### src/rtl/freq_range_sequencer.sv
// freq_range_sequencer
//   Sequences a reciprocal frequency counter: picks Ncycles = 1 << log_n so
//   the clock count over Ncycles input periods lands inside
//   [MIN_COUNT, MAX_COUNT], drops DISCARD measurements after each Ncycles
//   change, and publishes in-range (or limit-clamped) counts over a
//   valid/ready handshake.
//
// Ports
//   clk            : single clock, rising edge
//   aresetn        : synchronous active-low reset
//   enable         : run the sequencer; low forces IDLE
//   meas_done      : one-cycle pulse, count_in is fresh this cycle
//   count_in       : clocks counted over the last Ncycles input periods
//   ncycles_out    : Ncycles driven to the counter (1 << log_n)
//   result_count   : published count
//   result_ncycles : Ncycles the published count was taken with
//   result_valid   : published result pending
//   result_ready   : consumer accepts the result
//   no_signal      : no meas_done for TIMEOUT clocks; cleared by next publish
//   overrun        : sticky, an unread result was overwritten
module freq_range_sequencer #(
    parameter int COUNT_WIDTH = 32,
    parameter int LOG_MAX     = 16,
    parameter int INIT_LOG    = 0,
    parameter int MIN_COUNT   = 12500,
    parameter int MAX_COUNT   = 12500000,
    parameter int TIMEOUT     = 125000000,
    parameter int DISCARD     = 1
) (
    input  logic                   clk,
    input  logic                   aresetn,
    input  logic                   enable,
    input  logic                   meas_done,
    input  logic [COUNT_WIDTH-1:0] count_in,
    output logic [COUNT_WIDTH-1:0] ncycles_out,
    output logic [COUNT_WIDTH-1:0] result_count,
    output logic [COUNT_WIDTH-1:0] result_ncycles,
    output logic                   result_valid,
    input  logic                   result_ready,
    output logic                   no_signal,
    output logic                   overrun
);

    localparam int LW = $clog2(LOG_MAX + 1);
    localparam int TW = $clog2(TIMEOUT + 1);
    localparam int DW = $clog2(DISCARD + 2);

    localparam logic [COUNT_WIDTH-1:0] MIN_C  = COUNT_WIDTH'(MIN_COUNT);
    localparam logic [COUNT_WIDTH-1:0] MAX_C  = COUNT_WIDTH'(MAX_COUNT);
    localparam logic [LW-1:0]          LOG_HI = LW'(LOG_MAX);
    localparam logic [LW-1:0]          LOG_0  = LW'(INIT_LOG);
    localparam logic [TW-1:0]          TMO_LAST = TW'(TIMEOUT - 1);
    localparam logic [DW-1:0]          DISC_N = DW'(DISCARD);

    typedef enum logic [1:0] {IDLE, SETTLE, MEASURE} state_t;

    state_t                 state_q;
    logic [LW-1:0]          log_n_q;
    logic [COUNT_WIDTH-1:0] ncycles_q;
    logic [DW-1:0]          disc_q;
    logic [TW-1:0]          tmo_q;
    logic [COUNT_WIDTH-1:0] res_count_q;
    logic [COUNT_WIDTH-1:0] res_ncycles_q;
    logic                   res_valid_q;
    logic                   no_signal_q;
    logic                   overrun_q;

    function automatic logic [COUNT_WIDTH-1:0] pow2(input logic [LW-1:0] e);
        return COUNT_WIDTH'(1) << e;
    endfunction

    always_ff @(posedge clk) begin
        if (!aresetn) begin
            state_q       <= IDLE;
            log_n_q       <= LOG_0;
            ncycles_q     <= pow2(LOG_0);
            disc_q        <= '0;
            tmo_q         <= '0;
            res_count_q   <= '0;
            res_ncycles_q <= '0;
            res_valid_q   <= 1'b0;
            no_signal_q   <= 1'b0;
            overrun_q     <= 1'b0;
        end else begin
            // Handshake clear; a publish further down overrides it.
            if (res_valid_q && result_ready)
                res_valid_q <= 1'b0;

            if (!enable) begin
                state_q   <= IDLE;
                log_n_q   <= LOG_0;
                ncycles_q <= pow2(LOG_0);
                disc_q    <= '0;
                tmo_q     <= '0;
            end else begin
                case (state_q)
                    IDLE: begin
                        // Leaving IDLE with enable high is the enable rising edge.
                        state_q   <= SETTLE;
                        disc_q    <= DISC_N;
                        tmo_q     <= '0;
                        overrun_q <= 1'b0;
                    end
                    SETTLE, MEASURE: begin
                        if (meas_done) begin
                            tmo_q <= '0;
                            if (state_q == SETTLE) begin
                                // Last discard moves straight to MEASURE.
                                if (disc_q <= DW'(1)) begin
                                    disc_q  <= '0;
                                    state_q <= MEASURE;
                                end else begin
                                    disc_q <= disc_q - DW'(1);
                                end
                            end else if (count_in < MIN_C && log_n_q < LOG_HI) begin
                                log_n_q   <= log_n_q + LW'(1);
                                ncycles_q <= pow2(log_n_q + LW'(1));
                                state_q   <= SETTLE;
                                disc_q    <= DISC_N;
                            end else if (count_in > MAX_C && log_n_q != '0) begin
                                log_n_q   <= log_n_q - LW'(1);
                                ncycles_q <= pow2(log_n_q - LW'(1));
                                state_q   <= SETTLE;
                                disc_q    <= DISC_N;
                            end else begin
                                res_count_q   <= count_in;
                                res_ncycles_q <= ncycles_q;
                                res_valid_q   <= 1'b1;
                                no_signal_q   <= 1'b0;
                                if (res_valid_q && !result_ready)
                                    overrun_q <= 1'b1;
                            end
                        end else if (tmo_q == TMO_LAST) begin
                            no_signal_q <= 1'b1;
                            log_n_q     <= '0;
                            ncycles_q   <= pow2('0);
                            state_q     <= SETTLE;
                            disc_q      <= DISC_N;
                            tmo_q       <= '0;
                        end else if (state_q == SETTLE && disc_q == '0) begin
                            state_q <= MEASURE;
                            tmo_q   <= '0;
                        end else begin
                            tmo_q <= tmo_q + TW'(1);
                        end
                    end
                    default: state_q <= IDLE;
                endcase
            end
        end
    end

    assign ncycles_out    = ncycles_q;
    assign result_count   = res_count_q;
    assign result_ncycles = res_ncycles_q;
    assign result_valid   = res_valid_q;
    assign no_signal      = no_signal_q;
    assign overrun        = overrun_q;

endmodule

### config.mk
export PLATFORM = sky130hd
export DESIGN_NAME = freq_range_sequencer
export DESIGN_NICKNAME = d
export VERILOG_FILES = /design/src/rtl/freq_range_sequencer.sv
export SDC_FILE = /design/constraint.sdc
export NUM_CORES = 1
export LEC_CHECK = 0
export ABC_AREA = 0
export CAP_MARGIN = 30
export CORE_ASPECT_RATIO = 1.75
export CORE_MARGIN = 4
export CORE_UTILIZATION = 54
export CTS_BUF_LIST = sky130_fd_sc_hd__clkbuf_16
export DETAILED_ROUTE_END_ITERATION = 10
export PLACE_DENSITY_LB_ADDON = 0.15
export SETUP_SLACK_MARGIN = 0.2
export SLEW_MARGIN = 30
export SYNTH_ARGS = -nofsm -noshare
export SYNTH_HDL_FRONTEND = slang
export SYNTH_SLANG_ARGS = --single-unit
### constraint.sdc
create_clock -name clk -period 6.8 [get_ports clk]
set_clock_uncertainty 0.2 [all_clocks]
set_input_delay 1.02 -clock clk [delete_from_list [all_inputs] [get_ports clk]]
set_output_delay 1.02 -clock clk [all_outputs]
set_load 0.005 [all_outputs]
======== Word level (Yosys, flattened, before mapping) ========
Cells that the tools add are included.
word-level totals
  register bits ........................... 135
  output and inout bits ................... 99
cells by class
  muxes and demuxes ....................... 45
  reduce and logical (&&, ||, !) cells .... 19
  bitwise operators ....................... 3
  shift operators ......................... 2
  equal/unequal tests ..................... 16
  add/subtract/negate cells ............... 4
  order comparisons ....................... 4
operators with widths
  operator                                                       number
  2-to-1 mux 32 bit                                              5
  2-to-1 mux 27 bit                                              3
  << shifter 1 x 5 -> 32 bit (first input constant)              2
  case mux 27 bit (2 select lines)                               1
  > comparator 32 x 24 -> 1 bit (second input constant)          1
  less-than comparator 32 x 14 -> 1 bit (second input constant)  1
  adder 27 x 1 -> 27 bit (second input constant)                 1
  == test 27 bit (second input constant)                         1
  2-to-1 mux 5 bit                                               5
  2-to-1 mux 2 bit                                               11
  2-to-1 mux 1 bit                                               17
  inequality test 2 bit (second input constant)                  8
  AND reduction 6 bit                                            2
  inequality test 4 bit (second input constant)                  2
  case mux 2 bit (2 select lines)                                2
  AND reduction 7 bit                                            1
  AND reduction 3 bit                                            2
  adder 5 x 1 -> 5 bit (second input constant)                   1
  logical AND 1 bit                                              5
  less-than comparator 5 bit (second input constant)             1
  inequality test 5 bit (second input constant)                  1
  nonzero test 5 bit                                             1
  subtractor 5 x 1 -> 5 bit (second input constant)              1
  logical NOT 2 bit                                              2
  13 further kinds                                               16

======== Logic depth before layout (Yosys ltp) ========
Gate-level depths: netlist of the first run.
  depth in word-level cells ............... 8
  gate-level depth with buffers ........... 13
  gate-level depth less buffers ........... 12

======== Worst setup path after synthesis of the first run ========
No wires, ideal clock.
  path type ............................... input -> register
  start point ............................. input count_in[31]
  end point ............................... register ncycles_q[21], in the netlist ncycles_out[21]
  required time ........................... 6.529 ns
  data arrival time ....................... 3.895 ns
  cell stages on the path ................. 12
  setup time .............................. 0.071 ns
  path buffers ............................ 1
  setup slack ............................. 2.634 ns
  cells stage by stage .................... or4_4 nor4_4 nand4_4 or2_2 ha_1 a21o_1 a21oi_1 xor2_1 nor2b_1 buf_1 nand2_1 o2bb2ai_1
between the ends
  longest elaborated chain between the ends .. 5
RTL lines
  what                                   RTL line  text
  start, declared                        34        input logic [COUNT_WIDTH-1:0] count_in,
  less-than comparator 32 x 14 -> 1 bit  115       end else if (count_in < MIN_C && log_n_q < LOG_HI) begin
  logical AND 1 bit                      115
  2-to-1 mux 32 bit                      115
  2-to-1 mux 32 bit                      107       if (state_q == SETTLE) begin
  2-to-1 mux 32 bit                      105       if (meas_done) begin
  end signal, assigned                   117       ncycles_q <= pow2(log_n_q + LW'(1));
  end signal, assigned                   122       ncycles_q <= pow2(log_n_q - LW'(1));
  end signal, assigned                   136       ncycles_q <= pow2('0);
  end, declared                          59        logic [COUNT_WIDTH-1:0] ncycles_q;
Parallel ways exist; a longest one is shown, timed or not. The select of a mux whose other input is x is not followed.
A chain may end at the register's enable or synchronous reset.

======== Final worst setup path of the first run ========
  start point ............................. input count_in[31]
  end point ............................... register ncycles_q[23], in the netlist ncycles_out[23]
The elaborated chain is that of the path after synthesis.

==> flow_metrics.env, run 1 <==
export IMPL_leakagePower_nw=2.960
export IMPL_synth_seq_cells=135
export IMPL_grt_total_usage_pct=26.24
export IMPL_swShare_pct=22.28
export IMPL_p_sw_mw=0.4068
export IMPL_grt_antenna_before_repair=0
export IMPL_post_cts_resize_count=0
export IMPL_min_path_type="reg -> reg"
export IMPL_nets=820
export IMPL_crit_buf_inv=1
export IMPL_cts_tree="yes"
export IMPL_final_core_util_pct=74.62
export IMPL_worstSetupPathType="in -> reg"
export IMPL_cts_buffers_inserted=17
export IMPL_critical_path_arrival_ns=4.83
export IMPL_synth_top_area_cell="dfxtp_1"
export IMPL_design_area_um2=7731
export IMPL_diodes=0
export IMPL_drive_above_1_share_pct=6.897
export IMPL_max_slew_margin_rel_pct=36.66
export IMPL_clk_latency_ns=0.41
export IMPL_htreeDepth=4
export IMPL_start_util_pct=55.84
export IMPL_drc=0
export IMPL_grt_overflow=0
export IMPL_intPower_mw=1.419
export IMPL_netlist_area_um2=5786
export IMPL_clock_sink_count=135
export IMPL_hold_buffers=0
export IMPL_post_cts_buffers=0
export IMPL_syn_num_nets=708
export IMPL_cpPeakStageDelay_ns=0.57
export IMPL_status="completed"
export IMPL_yosysWarningCount=0
export IMPL_worstPathCellList="clkdlybuf4s50_1, or4_4, nor4_4, nand4_4, or2_2, ha_1, a21o_1, a21oi_1, xor2_1, nor2b_1, nand2_1, o2bb2ai_1"
export IMPL_port_buffers=135
export IMPL_async_reset_ff_share_pct=0
export IMPL_fin_setup_tns_ns=0
export IMPL_clockPowerShare_pct=50.4
export IMPL_gp_congestion=0.8601
export IMPL_synthDistinctLibCells=60
export IMPL_placed_cell_area_um2=7123
export IMPL_grt_max_degree=102
export IMPL_synth_avg_cell_area_um2=8.793
export IMPL_synth_top_area_share_pct=46.71
export IMPL_ir_drop_uv=182.0
export IMPL_hpwl_um=11930
export IMPL_ys_seq_area_share_pct=46.71
export IMPL_cts_root_buf="clkbuf_16"
export IMPL_maxCapViolations=0
export IMPL_finalCritPeriodShare_pct=69.11
export IMPL_synth_edf_count=0
export IMPL_end_kind="flip-flop"
export IMPL_slew_violations=0
export IMPL_drt_initial_drc_count=296
export IMPL_die_x_um=86.25
export IMPL_die_h_um=144.9
export IMPL_routed_wl_um=16280
export IMPL_ys_flop_type="dfxtp_1"
export IMPL_num_vias=5358
export IMPL_crit_path_top_delay_cell="or4_4"
export IMPL_synth_area_top_cells="dfxtp_1 (47%), nand3_1 (13%), nand2_1 (6.3%), o2bb2ai_1 (2.9%), xor2_1 (2.9%)"
export IMPL_ant_nets=0
export IMPL_startpoint_type="primary input"
export IMPL_grt_pass1_vias=5403
export IMPL_post_place_ws_ns=1.710
export IMPL_synth_commonest_cells="nand3_1 (145), dfxtp_1 (135), nand2_1 (97)"
export IMPL_power_frac_seq_pct=44.0
export IMPL_finalHoldViolations=0
export IMPL_setup_viol=0
export IMPL_vias_per_cell=5.888
export IMPL_die_area_um2=12500
export IMPL_worst_pin_slew_ns=0.9501
export IMPL_syn_inst=658
export IMPL_synth_most_common_cell="nand3_1"
export IMPL_crit_required_ns=6.93
export IMPL_fmax_ghz=0.2128
export IMPL_core_rowCount=49
export IMPL_cp_top_family="simple AND/OR/NAND/NOR gates"
export IMPL_layout_min_cycle_time_ns=4.699
export IMPL_power_frac_comb_pct=5.6
export IMPL_core_um2=10360
export IMPL_grt_pass1_wl_um=26310
export IMPL_routedWlPerCell_um=17.89
export IMPL_power_density_nw_per_um2=236.1
export IMPL_worst_slack_ns=2.101
export IMPL_drtPass1Iterations=5
export IMPL_area_delta_synth_final_pct=33.63
export IMPL_path_clk_slew_ns=0.06
export IMPL_cts_buffer_depth=2
export IMPL_rsz0062_at_grt="no"
export IMPL_path_max_fanout=8
export IMPL_power_mw=1.825
export IMPL_ioPinCount=136
## worst register-to-register path: stages, from the launching register on
cell and delay (ns):
dfxtp_1 0.41, inv_1 0.07, ha_1 0.39, inv_1 0.16, nor2_1 0.22, and2_1 0.24, o221a_2 0.74, buf_4 0.43
nand3_1 0.13, nand2_1 0.11
## through the flow
step           hold WS, ns  std cells
2_1_floorplan       0.2450        658
3_3_place_gp        0.2342        878
3_5_place_dp        0.2405        878
4_1_cts             0.2498        910
5_1_grt             0.2647        910
6_report            0.2448        910
## cell type report
class	count	area (µm²)
fillers	774	2630
repair buffers	139	1379
well taps	127	158.9
inverters	11	41.29
flip-flops and latches	135	2703
clock buffers	17	425.4
multi-input cells	466	2849
clock inverters	15	175.2
## layout by cell type, fill, tap and decap left out, types with 7 or more instances in the layout
cell type / n
xor2_1: 19
clkbuf_16: 17
nor2_1: 38
ha_1: 12
or4_1: 8
o2bb2ai_1: 19
xnor2_1: 9
nand4_1: 8
nor3_1: 9
nand3_1: 145
nand2_1: 97
a21oi_1: 8
clkdlybuf4s50_1: 134
a32o_1: 15
inv_1: 11
dfxtp_1: 135
o21ai_0: 7
## layer usage
metal / up-vias / track usage (%) / routed length [µm] / share of wire [%]
met5: - / 0 / 0 / 0
met4: 0 / 16.30 / 962 / 5.9
met3: 74 / 5.389 / 1101 / 6.8
met2: 240 / 45.83 / 8229 / 51
met1: 2473 / 28.11 / 5983 / 37
li1: 2571 / - / - / -
## cell families after synthesis
| logic type | count (synthesis) | share of synthesized area (%) |
|---|---|---|
| compound gates | 73 | 10.53 |
| xor+xnor | 28 | 4.239 |
| fa+ha+maj | 13 | 2.941 |
| buf+inv | 57 | 4.541 |
| flops | 135 | 46.71 |
| mux | 2 | 0.3460 |
| simple gates | 350 | 30.69 |
## flip-flops by register name, indices dropped and copies added (netlist names)
name	flops
tmo_q	27
result_count	32
result_ncycles	32
ncycles_out	32
overrun	1
state_q	2
no_signal	1
disc_q	2
log_n_q	5
result_valid	1
## worst paths after layout
check                                                   start                             to  slack [ns]  depth (start not counted)
worst max-delay path                             count_in[31]   ncycles_out[23]$_SDFFE_PN0P_        2.10                         12
worst min-delay path            result_count[22]$_SDFFE_PN0P_  result_count[22]$_SDFFE_PN0P_        0.24                          2
worst max register to register        state_q[0]$_SDFFE_PN0P_   result_count[0]$_SDFFE_PN0P_        3.65                          9
worst min register to register  result_count[22]$_SDFFE_PN0P_  result_count[22]$_SDFFE_PN0P_        0.24                          2
## power groups by stage
stage | registers (mW) | clock network [mW] | logic (mW)
finish | 0.803 | 0.920 | 0.103
global route | 0.803 | 0.969 | 0.111
CTS | 0.803 | 0.935 | 0.101
detailed placement | 0.820 | 0 | 0.101
global placement | 0.819 | 0 | 0.0992
floorplan | 0.820 | 0 | 0.0521
(Power assumes the default switching activity.)
==> run 2, diff against run 1 <==
--- a/config.mk
+++ b/config.mk
@@ -9,7 +9,7 @@
 export CAP_MARGIN = 30
 export CORE_ASPECT_RATIO = 1.75
 export CORE_MARGIN = 4
-export CORE_UTILIZATION = 54
+export CORE_UTILIZATION = 45
 export CTS_BUF_LIST = sky130_fd_sc_hd__clkbuf_16
 export DETAILED_ROUTE_END_ITERATION = 10
 export PLACE_DENSITY_LB_ADDON = 0.15
==> constraint.sdc (replaced) <==
create_clock -name clk -period 4 [get_ports clk]
set_clock_uncertainty 0.2 [all_clocks]
set_input_delay 0.6 -clock clk [delete_from_list [all_inputs] [get_ports clk]]
set_output_delay 0.6 -clock clk [all_outputs]
set_load 0.005 [all_outputs]
==> run 2 against run 1 <==
Net effect: first-iteration DRC count rose by 1.7%; critical endpoint is now ncycles_out[6]$_SDFFE_PN0P_; power rose by 75%; final cell count rose by 8.6%.
==> flow_metrics.env, run 2 (synthesis gave the netlist of run 1 again) <==
export IMPL_status="completed"
export IMPL_grt_overflow=0
export IMPL_grt_total_usage_pct=22.99
export IMPL_end_kind="flip-flop"
export IMPL_worstPathCellList="clkdlybuf4s50_1, or4_4, nor4_4, nand4_4, or2_4, ha_4, nor2b_1, o21ai_1, nand2b_1, xor2_2, buf_4, nor3_4, clkbuf_16, a32o_1"
export IMPL_die_x_um=93.72
export IMPL_drt_initial_drc_count=301
export IMPL_drive_above_1_share_pct=12.32
export IMPL_path_clk_slew_ns=0.06
export IMPL_leakagePower_nw=3.186
export IMPL_crit_buf_inv=3
export IMPL_slew_violations=0
export IMPL_cpPeakStageDelay_ns=0.53
export IMPL_grt_antenna_before_repair=0
export IMPL_clock_sink_count=135
export IMPL_cts_root_buf="clkbuf_16"
export IMPL_hpwl_um=12300
export IMPL_num_vias=5439
export IMPL_ioPinCount=136
export IMPL_rsz0062_at_grt="no"
export IMPL_path_max_fanout=7
export IMPL_multiInputGateArea_um2=2918
export IMPL_layout_min_cycle_time_ns=3.750
export IMPL_ant_nets=0
export IMPL_placed_cell_area_um2=7423
export IMPL_gp_congestion=0.9286
export IMPL_finalHoldViolations=0
export IMPL_worstSetupPathType="in -> reg"
export IMPL_mostFrequentLayoutCell="nand3_1"
export IMPL_crit_path_top_delay_cell="or4_4"
export IMPL_design_area_um2=8200
export IMPL_critical_path_arrival_ns=3.91
export IMPL_die_area_um2=14810
export IMPL_routed_wl_um=17090
export IMPL_power_density_nw_per_um2=389.1
export IMPL_die_h_um=158
export IMPL_vias_per_cell=5.505
export IMPL_drc=0
export IMPL_max_slew_margin_rel_pct=40.78
export IMPL_port_buffers=135
export IMPL_worst_pin_slew_ns=0.8883
export IMPL_whs_ns=0.2474
export IMPL_nets=857
export IMPL_mostFrequentLayoutCells="nand3_1 (145), dfxtp_1 (135), clkdlybuf4s50_1 (133), nand2_1 (97), buf_4 (39)"
export IMPL_clk_latency_ns=0.41
export IMPL_n_fill_cell=1077
export IMPL_maxCapViolations=0
export IMPL_cts_tree="yes"
export IMPL_diodes=0
export IMPL_fin_setup_tns_ns=0
export IMPL_fmax_ghz=0.2667
export IMPL_ir_drop_uv=356.7
export IMPL_drtPass1Iterations=5
export IMPL_area_delta_synth_final_pct=41.74
export IMPL_finalCritPeriodShare_pct=93.74
export IMPL_min_path_type="reg -> reg"
export IMPL_power_mw=3.191
export IMPL_start_util_pct=46.04
export IMPL_grt_pass1_wl_um=26910
export IMPL_routedWlPerCell_um=17.29
export IMPL_grt_max_degree=97
export IMPL_htreeDepth=4
export IMPL_startpoint_type="primary input"
export IMPL_crit_required_ns=4.16
export IMPL_core_rowCount=54
export IMPL_cts_buffers_inserted=17
export IMPL_setup_viol=0
export IMPL_cp_top_family="simple AND/OR/NAND/NOR gates"
export IMPL_grt_pass1_vias=5403
export IMPL_cts_buffer_depth=2
export IMPL_core_um2=12570
export IMPL_regArea_um2=2703
[run 2: repair_timing]
item / 4_1_cts / 5_1_grt
cloned: 0 / 1
resized for setup: 9 / 7
endpoints found under the setup margin: 32 / 22
hold buffers: 0 / 0
buffers inserted: 4 / 0
pin swaps: 4 / 8
[run 2: worst reg2reg max path: stages, from the launching register on]
cell	delay (ns)
dfxtp_1	0.61
or2_4	0.26
inv_1	0.06
fa_1	0.40
buf_4	0.15
xor2_1	0.20
buf_4	0.16
nand2_1	0.09
buf_4	0.16
nor2b_1	0.09
buf_4	0.15
nand2_1	0.06
o2bb2ai_1	0.14
[run 2: cell type report]
class / count / area share [%]
Timing Repair Buffer: 176 / 20.75
Multi-Input combinational cell: 466 / 35.58
Tap cell: 168 / 2.563
Clock buffer: 17 / 5.188
Sequential cell: 135 / 32.96
Clock inverter: 15 / 2.457
Inverter: 11 / 0.5035
[run 2: worst paths after layout]
kind | start | endpoint | slack (ns) | depth (start not counted)
min reg2reg | result_ncycles[31]$_SDFFE_PN0P_ | result_ncycles[31]$_SDFFE_PN0P_ | 0.25 | 2
max reg2reg | log_n_q[4]$_SDFFE_PN0P_ | ncycles_out[19]$_SDFFE_PN0P_ | 1.20 | 12
min | result_ncycles[31]$_SDFFE_PN0P_ | result_ncycles[31]$_SDFFE_PN0P_ | 0.25 | 2
max | count_in[25] | ncycles_out[6]$_SDFFE_PN0P_ | 0.25 | 14
[run 2: metrics by stage]
stage               setup slack (ns)  util [%]  cells
floorplan                     0.2544         -    658
global placement             -0.2249     59.07    951
detailed placement           -0.3512     59.07    951
CTS                           0.2619     64.72    987
global route                  0.1374     65.25    988
finish                        0.2504     65.25    988
[run 2: layer usage]
| layer | vias up | track usage [%] | wire length [µm] |
|---|---|---|---|
| li1 | 2643 | - | - |
| met1 | 2586 | 23.38 | 6262 |
| met2 | 165 | 43.00 | 9357 |
| met3 | 45 | 5.611 | 833 |
| met4 | 0 | 11.16 | 634 |
| met5 | - | 0 | 0 |
[run 2: where the power goes]
group,total (mW),internal [mW],switching (mW)
clock network,1.64,1.05,0.593
logic,0.187,0.0843,0.103
registers,1.36,1.36,0.00744
==> RTL edit: new RTL, settings of run 2 <==
The parameter `MAX_COUNT` goes from 12500000 to 9375000.
--- a/src/rtl/freq_range_sequencer.sv
+++ b/src/rtl/freq_range_sequencer.sv
@@ -25,3 +25,3 @@
     parameter int MIN_COUNT   = 12500,
-    parameter int MAX_COUNT   = 12500000,
+    parameter int MAX_COUNT   = 9375000,
     parameter int TIMEOUT     = 125000000,
Behaviour: no difference found for any inputs over 4 cycles, from zero or initial values and one cycle with aresetn low; that may be too few to reach the edited logic, so the function may still have changed.
==> RTL edit against run 2 <==
Fmax rose by 3.0%. Critical endpoint unchanged. Total power down 1.4%. Synthesized area increased by 0.45%. Sequential cell count unchanged. Design area shrank 1.8%. Setup slack better by 0.11 ns. Routed wire length is 6.8% lower. Sequential share of layout area is 0.60 points higher.
==> RTL edit: results <==
[grt]
grt_max_degree = 114
grt_pass1_wl_mm = 25.6
grt_pass1_vias = 5280
grt_util_all_layers = 0.217

[place]
post-dp-hpwl_mm = 11.8
place_congestion = 0.839
pre_cts_slack_ns = -0.113
placed_cells = 957

[critical_path]
arrival_ns = 3.74
cpPeakStageDelay_ns = 0.56
crit_path_max_fanout = 5

[layout]
drive_gt1_frac = 0.0865
fillers = 1113
final_nets = 858
layoutNonFillerInstCount = 989

[sta]
relSlewSlack = 0.500

[routing]
drtIter0Drc = 253
wl_mm = 15.9
first_pass_iters = 5
via_count = 5386

[synth]
synth_area_leaders = "dfxtp_1 47%, nand3_1 8.3%, nand2_1 6.5%"
synthCells = 674
yosysSeqAreaShare = 0.465
yosys-top-cells-count = "135 x dfxtp_1, 101 x nand2_1, 96 x nand3_1"
synth_cell_type_count = 58
synth_fp_nets = 724

[hold_path]
hp-class = "reg -> reg"

[clock_network]
clk_pin_slew_ns = 0.06
cts_htree_levels = 4
post_cts_buffers = 0
numCtsBuffers = 17

[run_status]
status = "complete, no violations"

[power]
p_leak_nw = 2.81
ir_drop_mv = 0.371
## RTL edit: cell count changes in the layout (fill, tap and decap cells not counted), moves of 9 or more
| cell | delta |
|---|---|
| o21ai_0 | +52 |
| nand3_1 | -49 |
| buf_4 | -20 |
| a32o_1 | -15 |
| o41ai_1 | +12 |
| o21ai_1 | +9 |
## RTL edit: cell families after synthesis
group / Yosys count / synth area share
and+or+nand+nor: 301 / 0.252
AOI/OAI and AO/OA: 140 / 0.163
DFF: 135 / 0.465
buffers and inverters: 55 / 0.0461
xor gates and xnor gates: 29 / 0.0437
adders and majority gates: 13 / 0.0293
muxes: 1 / 0.00172
## RTL edit: routing by layer
| layer | GRT usage | routed length (um) | up-vias |
|---|---|---|---|
| met3 | 0.0444 | 719 | 40 |
| met2 | 0.405 | 8820 | 141 |
| met5 | 0 | 0 | - |
| met1 | 0.227 | 5850 | 2517 |
| li1 | - | - | 2688 |
| met4 | 0.105 | 532 | 0 |
## RTL edit: power by group
| part | switching (mW) | internal, mW |
|---|---|---|
| clock network | 0.617 | 0.995 |
| logic | 0.0956 | 0.0751 |
| registers | 0.00665 | 1.36 |
| total | 0.719 | 2.43 |
## RTL edit: what timing repair did
item / in CTS / in global routing
setup endpoints to repair: 0 / 31
gates resized for setup: 0 / 7
hold buffers: 0 / 0
## RTL edit: final timing paths
kind / from / to / slack (ns) / cells after the start
worst max register to register: tmo_q[9] / ncycles_out[17] / 1.28 / 6
worst max-delay path: count_in[28] / ncycles_out[6] / 0.36 / 10
worst min register to register: result_ncycles[3] / result_ncycles[3] / 0.25 / 2
worst min-delay path: result_ncycles[3] / result_ncycles[3] / 0.25 / 2
## RTL edit: per-stage QoR
step | hold slack (ns) | instance area [um^2] | utilization | power (mW)
after global placement | 0.243 | 7380 | 0.587 | 1.56
after CTS | 0.256 | 8000 | 0.636 | 3.18
after detailed placement | 0.249 | 7380 | 0.587 | 1.56
final | 0.254 | 8050 | 0.641 | 3.15
after floorplan | 0.250 | 5810 | - | 1.48
after global routing | 0.282 | 8050 | 0.641 | 3.25
## RTL edit: worst reg2reg max path, delay by kind of cell (launching register included)
kind             cells  cell delay, ns
flip-flops           1            0.35
AO/OA/AOI/OAI        2            0.30
AND/OR/NAND/NOR      4            1.76
## RTL edit: area by class of cell
| type | instances | share of cell area |
|---|---|---|
| Multi-Input combinational cell | 484 | 0.361 |
| Sequential cell | 135 | 0.336 |
| Timing Repair Buffer | 158 | 0.196 |
| Clock buffer | 17 | 0.0528 |
| Tap cell | 168 | 0.0261 |
| Clock inverter | 15 | 0.0236 |
| Inverter | 12 | 0.00559 |
